**config.mk**
```make
export PLATFORM = sky130hd
export DESIGN_NAME = addsub16_seq
export DESIGN_NICKNAME = d
export VERILOG_FILES = /design/src/rtl/addsub16_seq_pkg.sv /design/src/rtl/addsub16_seq_add8_carry.sv /design/src/rtl/addsub16_seq.sv
export SDC_FILE = /design/constraint.sdc
export NUM_CORES = 1
export LEC_CHECK = 0
export ABC_AREA = 1
export CORE_MARGIN = 2
export CORE_UTILIZATION = 47
export CTS_CLUSTER_DIAMETER = 80
export DETAILED_ROUTE_END_ITERATION = 16
export PLACE_DENSITY_LB_ADDON = 0.25
export SKIP_CTS_REPAIR_TIMING = 1
export SYNTH_ARGS = -nofsm -noshare
export SYNTH_HDL_FRONTEND = slang
export SYNTH_SLANG_ARGS = --single-unit
export TNS_END_PERCENT = 5
```
**constraint.sdc**
```tcl
create_clock -name clk -period 2.7 [get_ports clk]
set_input_delay 0.54 -clock clk [delete_from_list [all_inputs] [get_ports clk]]
set_output_delay 0.54 -clock clk [all_outputs]
set_load 0.005 [all_outputs]
```
**src/rtl/addsub16_seq_pkg.sv**
```systemverilog
// Shared CPU package: ALU16 op codes, sequencer states, flag bit positions
// and the per-byte operand selection used by the 16-bit add/sub sequencer.
package addsub16_seq_pkg;

    typedef enum logic [2:0] {
        OP_ADD16   = 3'd0,
        OP_ADD_SPE = 3'd1,
        OP_SUB16   = 3'd2,
        OP_INC16   = 3'd3,
        OP_DEC16   = 3'd4
    } alu16_op_t;

    typedef enum logic [1:0] {
        ST_IDLE = 2'd0,
        ST_LOW  = 2'd1,
        ST_HIGH = 2'd2
    } addsub_state_t;

    localparam int FLAG_Z = 3;
    localparam int FLAG_N = 2;
    localparam int FLAG_H = 1;
    localparam int FLAG_C = 0;

    // Second adder operand for one byte; subtraction feeds ~b with carry-in 1.
    function automatic logic [7:0] operand_b_byte(input alu16_op_t op,
                                                  input logic [15:0] b,
                                                  input logic high);
        logic [7:0] b_byte;
        logic [7:0] result;
        b_byte = high ? b[15:8] : b[7:0];
        case (op)
            OP_ADD16:   result = b_byte;
            OP_ADD_SPE: result = high ? {8{b[7]}} : b[7:0];
            OP_SUB16:   result = ~b_byte;
            OP_INC16:   result = high ? 8'h00 : 8'h01;
            OP_DEC16:   result = 8'hFF;
            default:    result = 8'h00;
        endcase
        return result;
    endfunction

endpackage

```
**src/rtl/addsub16_seq_add8_carry.sv**
```systemverilog
// 8-bit adder with carry-in, reporting carry out of bit 3 (half) and bit 7.
module add8_carry (
    input  logic [7:0] a,
    input  logic [7:0] b,
    input  logic       cin,
    output logic [7:0] sum,
    output logic       h_out,
    output logic       c_out
);

    logic [8:0] full;
    logic [4:0] nibble;

    always_comb begin
        full   = {1'b0, a} + {1'b0, b} + {8'h00, cin};
        nibble = {1'b0, a[3:0]} + {1'b0, b[3:0]} + {4'h0, cin};
        sum    = full[7:0];
        c_out  = full[8];
        h_out  = nibble[4];
    end

endmodule

```
**src/rtl/addsub16_seq.sv**
```systemverilog
// 16-bit add/sub sequencer: low byte in LOW, high byte in HIGH, through one
// shared 8-bit adder; result, flags and flag write enables land with done.
module addsub16_seq (
    input  logic        clk,
    input  logic        reset,
    input  logic        start,
    input  logic [2:0]  op,
    input  logic [15:0] a,
    input  logic [15:0] b,
    output logic        busy,
    output logic [15:0] y,
    output logic [3:0]  f,
    output logic [3:0]  f_we,
    output logic        done
);

    import addsub16_seq_pkg::*;

    addsub_state_t state_q, state_d;
    alu16_op_t     op_q, op_d;
    logic [15:0]   a_q, a_d;
    logic [15:0]   b_q, b_d;
    logic [7:0]    lo_sum_q, lo_sum_d;
    logic          lo_c_q, lo_c_d;
    logic          lo_h_q, lo_h_d;
    logic [15:0]   y_q, y_d;
    logic [3:0]    f_q, f_d;
    logic [3:0]    f_we_q, f_we_d;
    logic          done_q, done_d;

    logic [7:0]    add_a, add_b, add_sum;
    logic          add_cin, add_h, add_c;
    logic [15:0]   result;

    add8_carry u_add8 (
        .a     (add_a),
        .b     (add_b),
        .cin   (add_cin),
        .sum   (add_sum),
        .h_out (add_h),
        .c_out (add_c)
    );

    always_comb begin
        state_d  = state_q;
        op_d     = op_q;
        a_d      = a_q;
        b_d      = b_q;
        lo_sum_d = lo_sum_q;
        lo_c_d   = lo_c_q;
        lo_h_d   = lo_h_q;
        y_d      = y_q;
        f_d      = f_q;
        f_we_d   = f_we_q;
        done_d   = 1'b0;
        add_a    = a_q[7:0];
        add_b    = operand_b_byte(op_q, b_q, 1'b0);
        add_cin  = (op_q == OP_SUB16);
        result   = {add_sum, lo_sum_q};

        case (state_q)
            ST_IDLE: begin
                if (start) begin
                    a_d     = a;
                    b_d     = b;
                    op_d    = alu16_op_t'(op);
                    state_d = ST_LOW;
                end
            end
            ST_LOW: begin
                lo_sum_d = add_sum;
                lo_c_d   = add_c;
                lo_h_d   = add_h;
                state_d  = ST_HIGH;
            end
            ST_HIGH: begin
                // The high byte's half carry is the carry out of bit 11.
                add_a   = a_q[15:8];
                add_b   = operand_b_byte(op_q, b_q, 1'b1);
                add_cin = lo_c_q;
                result  = {add_sum, lo_sum_q};
                y_d     = result;
                f_d     = 4'b0000;
                f_we_d  = 4'b0000;
                case (op_q)
                    OP_ADD16: begin
                        f_d[FLAG_H] = add_h;
                        f_d[FLAG_C] = add_c;
                        f_we_d      = 4'b0111;
                    end
                    OP_ADD_SPE: begin
                        f_d[FLAG_H] = lo_h_q;
                        f_d[FLAG_C] = lo_c_q;
                        f_we_d      = 4'b1111;
                    end
                    OP_SUB16: begin
                        f_d[FLAG_Z] = (result == 16'h0000);
                        f_d[FLAG_N] = 1'b1;
                        f_d[FLAG_H] = ~add_h;
                        f_d[FLAG_C] = ~add_c;
                        f_we_d      = 4'b1111;
                    end
                    default: begin
                        f_d    = 4'b0000;
                        f_we_d = 4'b0000;
                    end
                endcase
                done_d  = 1'b1;
                state_d = ST_IDLE;
            end
            default: state_d = ST_IDLE;
        endcase
    end

    always_ff @(posedge clk) begin
        if (reset) begin
            state_q  <= ST_IDLE;
            op_q     <= OP_ADD16;
            a_q      <= 16'h0000;
            b_q      <= 16'h0000;
            lo_sum_q <= 8'h00;
            lo_c_q   <= 1'b0;
            lo_h_q   <= 1'b0;
            y_q      <= 16'h0000;
            f_q      <= 4'b0000;
            f_we_q   <= 4'b0000;
            done_q   <= 1'b0;
        end else begin
            state_q  <= state_d;
            op_q     <= op_d;
            a_q      <= a_d;
            b_q      <= b_d;
            lo_sum_q <= lo_sum_d;
            lo_c_q   <= lo_c_d;
            lo_h_q   <= lo_h_d;
            y_q      <= y_d;
            f_q      <= f_d;
            f_we_q   <= f_we_d;
            done_q   <= done_d;
        end
    end

    assign busy = (state_q != ST_IDLE);
    assign y    = y_q;
    assign f    = f_q;
    assign f_we = f_we_q;
    assign done = done_q;

endmodule
```
; Word level (Yosys, flattened, before mapping)
; Index checks and enable logic that the tools add are counted.
[word_totals]
out_inout_bits = 26
wordCells = 44
regBits = 72
[op_classes]
reduce_logical = 7
muxes = 11
n_addsub = 4
bitwise_logic = 4
eq_ne = 7
[ops]
columns = operator, count
row1 = $pmux 8 s4, 2
row2 = $logic_not 16->1, 1
row3 = $mux 8, 2
row4 = $not 8->8, 2
row5 = $add 8x8->9, 1
row6 = $add 9x1->9, 1
row7 = $pmux 4 s2, 1
row8 = $eq 3x2->1 const B, 2
row9 = $pmux 2 s3, 1
row10 = $add 4x4->5, 1
row11 = $add 5x1->5, 1
row12 = $mux 2, 2
row13 = $pmux 2 s2, 1
row14 = $reduce_or 2->1, 2
row15 = $eq 3x1->1 const B, 1
row16 = $eq 3x3->1 const B, 1
row17 = $logic_not 3->1, 1
row18 = $eq 2x1->1 const B, 1
row19 = $eq 2x2->1 const B, 1
row20 = $logic_not 2->1, 1
row21 = $mux 1, 2
row22 = $ne 2x2->1 const B, 1
row23 = $not 1->1, 2
row24 = $reduce_and 2->1, 1
row25 = $reduce_bool 2->1, 1

; Depth between registers and ports, before layout
[depth]
ltp_word = 8
mapped_depth = 20
ltp_nobuf = 19

; Modules after synthesis
; From an unflattened synthesis, not the netlist that was laid out.
[hier_totals]
cells_unflattened = 494
area_unflattened_um2 = 3377.0
[modules_own_cells]
columns = module, cells_each, area_per_inst_um2, instances
row1 = addsub16_seq, 432, 2986.6, 1
row2 = add8_carry, 62, 390.4, 1

; Worst setup path before layout
; No wires, ideal clock.
[synth_path]
kind = register -> register
start = register op_q[0]
end = register f_q[3], in the netlist f[3]
arrival_time_ps = 2655
setup_ps = 71
stages_incl_launch_ff = 15
setup_slack_ps = -26
t_required_ps = 2629
cell_sequence = dfxtp_1 > nor2_1 > nand2_1 > nand2_2 > a211oi_1 > o21ai_0 > fa_1 > fa_1 > nand3_1 > nand2_1 > nand2_1 > nand2_1 > nor3_1 > nand2_1 > a21oi_1
[synth_between]
elab_chain_cells = 8
word_cells_on_any_way = 14
cone_classes = add/sub: 2 / eq/ne: 4 / mux: 5 / reduce/logical: 3
[synth_lines]
columns = item, line_no
row1 = "start, declared", addsub16_seq.sv:20  ; alu16_op_t op_q, op_d;
row2 = "start signal, assigned", addsub16_seq.sv:130  ; op_q <= op_d;
row3 = $eq 3x1->1 or $logic_not 3->1 (tied branches), addsub16_seq_pkg.sv:31  ; case (op)
row4 = $reduce_or 2->1 (no source line), n/a
row5 = $pmux 8 s4, addsub16_seq_pkg.sv:31
row6 = $mux 8, addsub16_seq.sv:61  ; case (state_q)
row7 = $add 8x8->9, addsub16_seq_add8_carry.sv:15  ; full = {1'b0, a} + {1'b0, b} + {8'h00, cin};
row8 = $add 9x1->9, addsub16_seq_add8_carry.sv:15
row9 = $logic_not 16->1, addsub16_seq.sv:97  ; f_d[FLAG_Z] = (result == 16'h0000);
row10 = $mux 2 (*), addsub16_seq.sv:85  ; case (op_q)
row11 = "end signal, assigned", addsub16_seq.sv:125  ; f_q <= 4'b0000;
row12 = "end signal, assigned", addsub16_seq.sv:137  ; f_q <= f_d;
row13 = "end, declared", addsub16_seq.sv:27  ; logic [3:0] f_q, f_d;
; Every way passes the cells marked *; elsewhere a longest branch is shown, timed or not.
; A chain may end at the register's enable or synchronous reset.

; Worst setup path in the final report
[layout_path]
start = register op_q[1]
end = register f_q[3], in the netlist f[3]
; The elaborated chain is that of the path after synthesis.

==> impl_metrics.yaml <==
cells_and_area:
  fin_util_pct: 65.5
  layout_common_cells: "97 x nor2_1, 90 x nand2_1, 67 x dfxtp_1"
  design_area_um2: 4500
  area_delta_synth_final_pct: 33.1
  drive_above_1_share_pct: 11.6
  layout_commonest_cell: "nor2_1"
  antennaDiodeCount: 0
  nets: 611
timing:
  slew_headroom_pct: 70.7
  fmax_mhz: 394
  clock_skew_ps: 12.0
  setup_viol: 0
  drv_slew: 0
  min_period_ps: 2540
  worst_pin_slew_ps: 439
  finalCritPeriodShare_pct: 93.9
  hold_violations: 0
drt:
  ant_nets: 0
  initialDrtViolationCount: 115
  via_per_inst: 4.90
  vias: 3252
  drt-total-wl_um: 8230
  avgRoutedWirePerCell_um: 12.4
  drc: 0
  dr.pass1.iters: 4
clocking:
  clock-root-buffer: "clkbuf_8"
  cts_made_buffers: 9
  clk_latency_ps: 350
  clk_path_buf_depth: 2
  path_clk_slew_ps: 80
  cts_tree: "yes"
  cts.sink_count: 70
  htreeDepth: 3
synthesis:
  syn_area_um2: 3380
  synth_fp_nets: 533
  synth_top_family_by_area: "simple AND/OR/NAND/NOR gates"
  synthCells: 486
  synth_fa_ha_area_share_pct: 3.78
  yosysWarnings: 0
  synth-edff-count: 0
  postSynthAreaPerCell_um2: 6.95
  ys_seq_area_share_pct: 41.5
  synth.distinct_cells: 29
  synthXorXnorAreaFrac_pct: 0.519
  synth-simple-area-share_pct: 25.5
  synth_seq_cells: 70
  synthMuxAreaShare_pct: 0
  synth_compound_area_share_pct: 19.7
  synth-async-reset-ratio_pct: 0
  ys.flop_type: "dfxtp_1"
hold_path:
  hold_path_class: "reg2reg"
  min_from: "f_we[3]"
  min_path_cells: 2
  whs_endpoint: "f_we[3]"
critical_path:
  critical_path_class: "reg2reg"
  regToRegSetupSlack_ps: 160
  critPathRequiredTime_ps: 2990
  crit_path_frequent_cell: "nand2_1"
  start_kind: "flop"
  reg2reg_from: "op_q[1]"
  crit_path_start: "op_q[1]"
  crit_chain: "nor2_4 -> inv_4 -> nor2_4 -> nand2_1 -> nand2_2 -> a211oi_1 -> o21ai_1 -> fa_2 -> fa_2 -> nand3_1 -> nand2_2 -> nand2_1 -> nand2_1 -> nor3_2 -> nand2_1 -> a21oi_1"
  crit_path_max_fanout: 5
  regToRegEndpoint: "f[3]"
  ff2ff_path_depth: 16
  arrival_ps: 2820
  cp-end-kind: "flop"
  slowest_delay_ps: 390
  slowest_stage: "dfxtp_4"
floorplanning:
  io_pins: 64
  dieArea_um2: 7880
  num_rows: 30
  start_util_pct: 49.2
  dieHeight_um: 88.8
  core_area_um2: 6870
  die_w_um: 88.8
global_routing:
  grt_overflow: 0
  antenna_found_initial: 0
  grt_use_total_pct: 22.1
  grt_max_degree: 55
  grt_first_pass_wirelength_um: 13400
  grt_pass1_vias: 2913
status:
  status: "finished, final reports clean"
placement:
  portBuffers: 63
  place_congestion: 0.890
  hpwl_um: 6130
  dpl_cell_area_um2: 4200
pwr:
  p_leak_nw: 2.02
  power_density_nw_per_um2: 625
  irDropWorstVdd_uv: 272
run:
  cap_violations: 0
==> cells by family after synthesis <==
kind of cell / count (synthesis)
simple gates: 210
compound gates: 121
buf+inv: 74
flops: 70
fa+ha+maj: 9
xor+xnor: 2
==> report_power, final <==
group | total [W] | internal (W) | switching (W) | leakage (nW)
registers | 0.00115 | 0.00110 | 0.0000464 | 0.577
logic | 0.000727 | 0.000324 | 0.000403 | 1.34
clock network | 0.000932 | 0.000543 | 0.000389 | 0.107
total | 0.00281 | 0.00197 | 0.000838 | 2.02
==> worst max-delay path by stage <==
| stage | slack [ps] | endpoint |
|---|---|---|
| final | 160 | f[3] |
| after global routing | -30 | f[3] |
| after CTS | -140 | f[3] |
| after detailed placement | -90 | f[3] |
| after global placement | 20 | f[3] |
| after floorplan | 30 | f[3] |
==> layer usage <==
metal	vias to the layer above	share of wire, %	routed length (um)	global-route usage [%]
li1	1720	-	-	-
met1	1460	47	3870	28.7
met2	61	48	3930	36.4
met3	11	3.5	291	3.54
met4	0	1.7	138	9.37
met5	-	0	0	0
==> worst max-delay path, delay by kind of cell (launching register included) <==
| family | cells | cell delay [ps] |
|---|---|---|
| AO/OA/AOI/OAI | 3 | 390 |
| adder cells (fa/ha/maj) | 2 | 770 |
| buffers and inverters | 1 | 80 |
| flip-flops | 1 | 390 |
| AND/OR/NAND/NOR | 10 | 840 |
==> registers in the layout (all words and copies together) (netlist names) <==
name,count
f_we,2
done,1
lo_c_q,1
state_q,2
b_q,16
lo_h_q,1
op_q,3
y,16
a_q,16
f,4
lo_sum_q,8
==> cell usage after synthesis, types with 2 or more instances <==
| library cell | number | area (um^2) |
|---|---|---|
| fa_1 | 2 | 40.0 |
| a21oi_1 | 31 | 155 |
| buf_2 | 3 | 15.0 |
| inv_1 | 46 | 173 |
| nand2_1 | 92 | 345 |
| o21ai_0 | 66 | 330 |
| buf_4 | 2 | 15.0 |
| o211ai_1 | 12 | 90.1 |
| nor2_4 | 2 | 22.5 |
| nand4_1 | 3 | 18.8 |
| o21ai_1 | 2 | 10.0 |
| nand3_1 | 11 | 55.1 |
| clkbuf_1 | 19 | 71.3 |
| buf_6 | 2 | 22.5 |
| xor2_1 | 2 | 17.5 |
| ha_1 | 7 | 87.6 |
| nor2_1 | 97 | 364 |
| a211oi_1 | 7 | 52.6 |
| dfxtp_1 | 70 | 1400 |
==> metrics by stage <==
step                      setup WS (ps)  TNS (ps)  hold slack (ps)  total power [W]  instances
after floorplan                    32.9         0              425          0.00159        486
after global placement             23.5         0              453          0.00184        645
after detailed placement          -89.9      -145              459          0.00185        645
after CTS                          -141      -444              470          0.00277        660
after global routing              -34.2     -36.0              491          0.00297        664
final                               164         0              470          0.00281        664
==> area by class of cell <==
type | instances | area (um^2)
timing repair buffer | 93 | 860
clock buffer | 12 | 145
sequential | 70 | 1410
inverter | 48 | 183
fill | 649 | 2370
multi-input combinational | 342 | 1710
tap | 96 | 120
clock inverter | 3 | 68.8
Power figures use the tool's default switching activity.
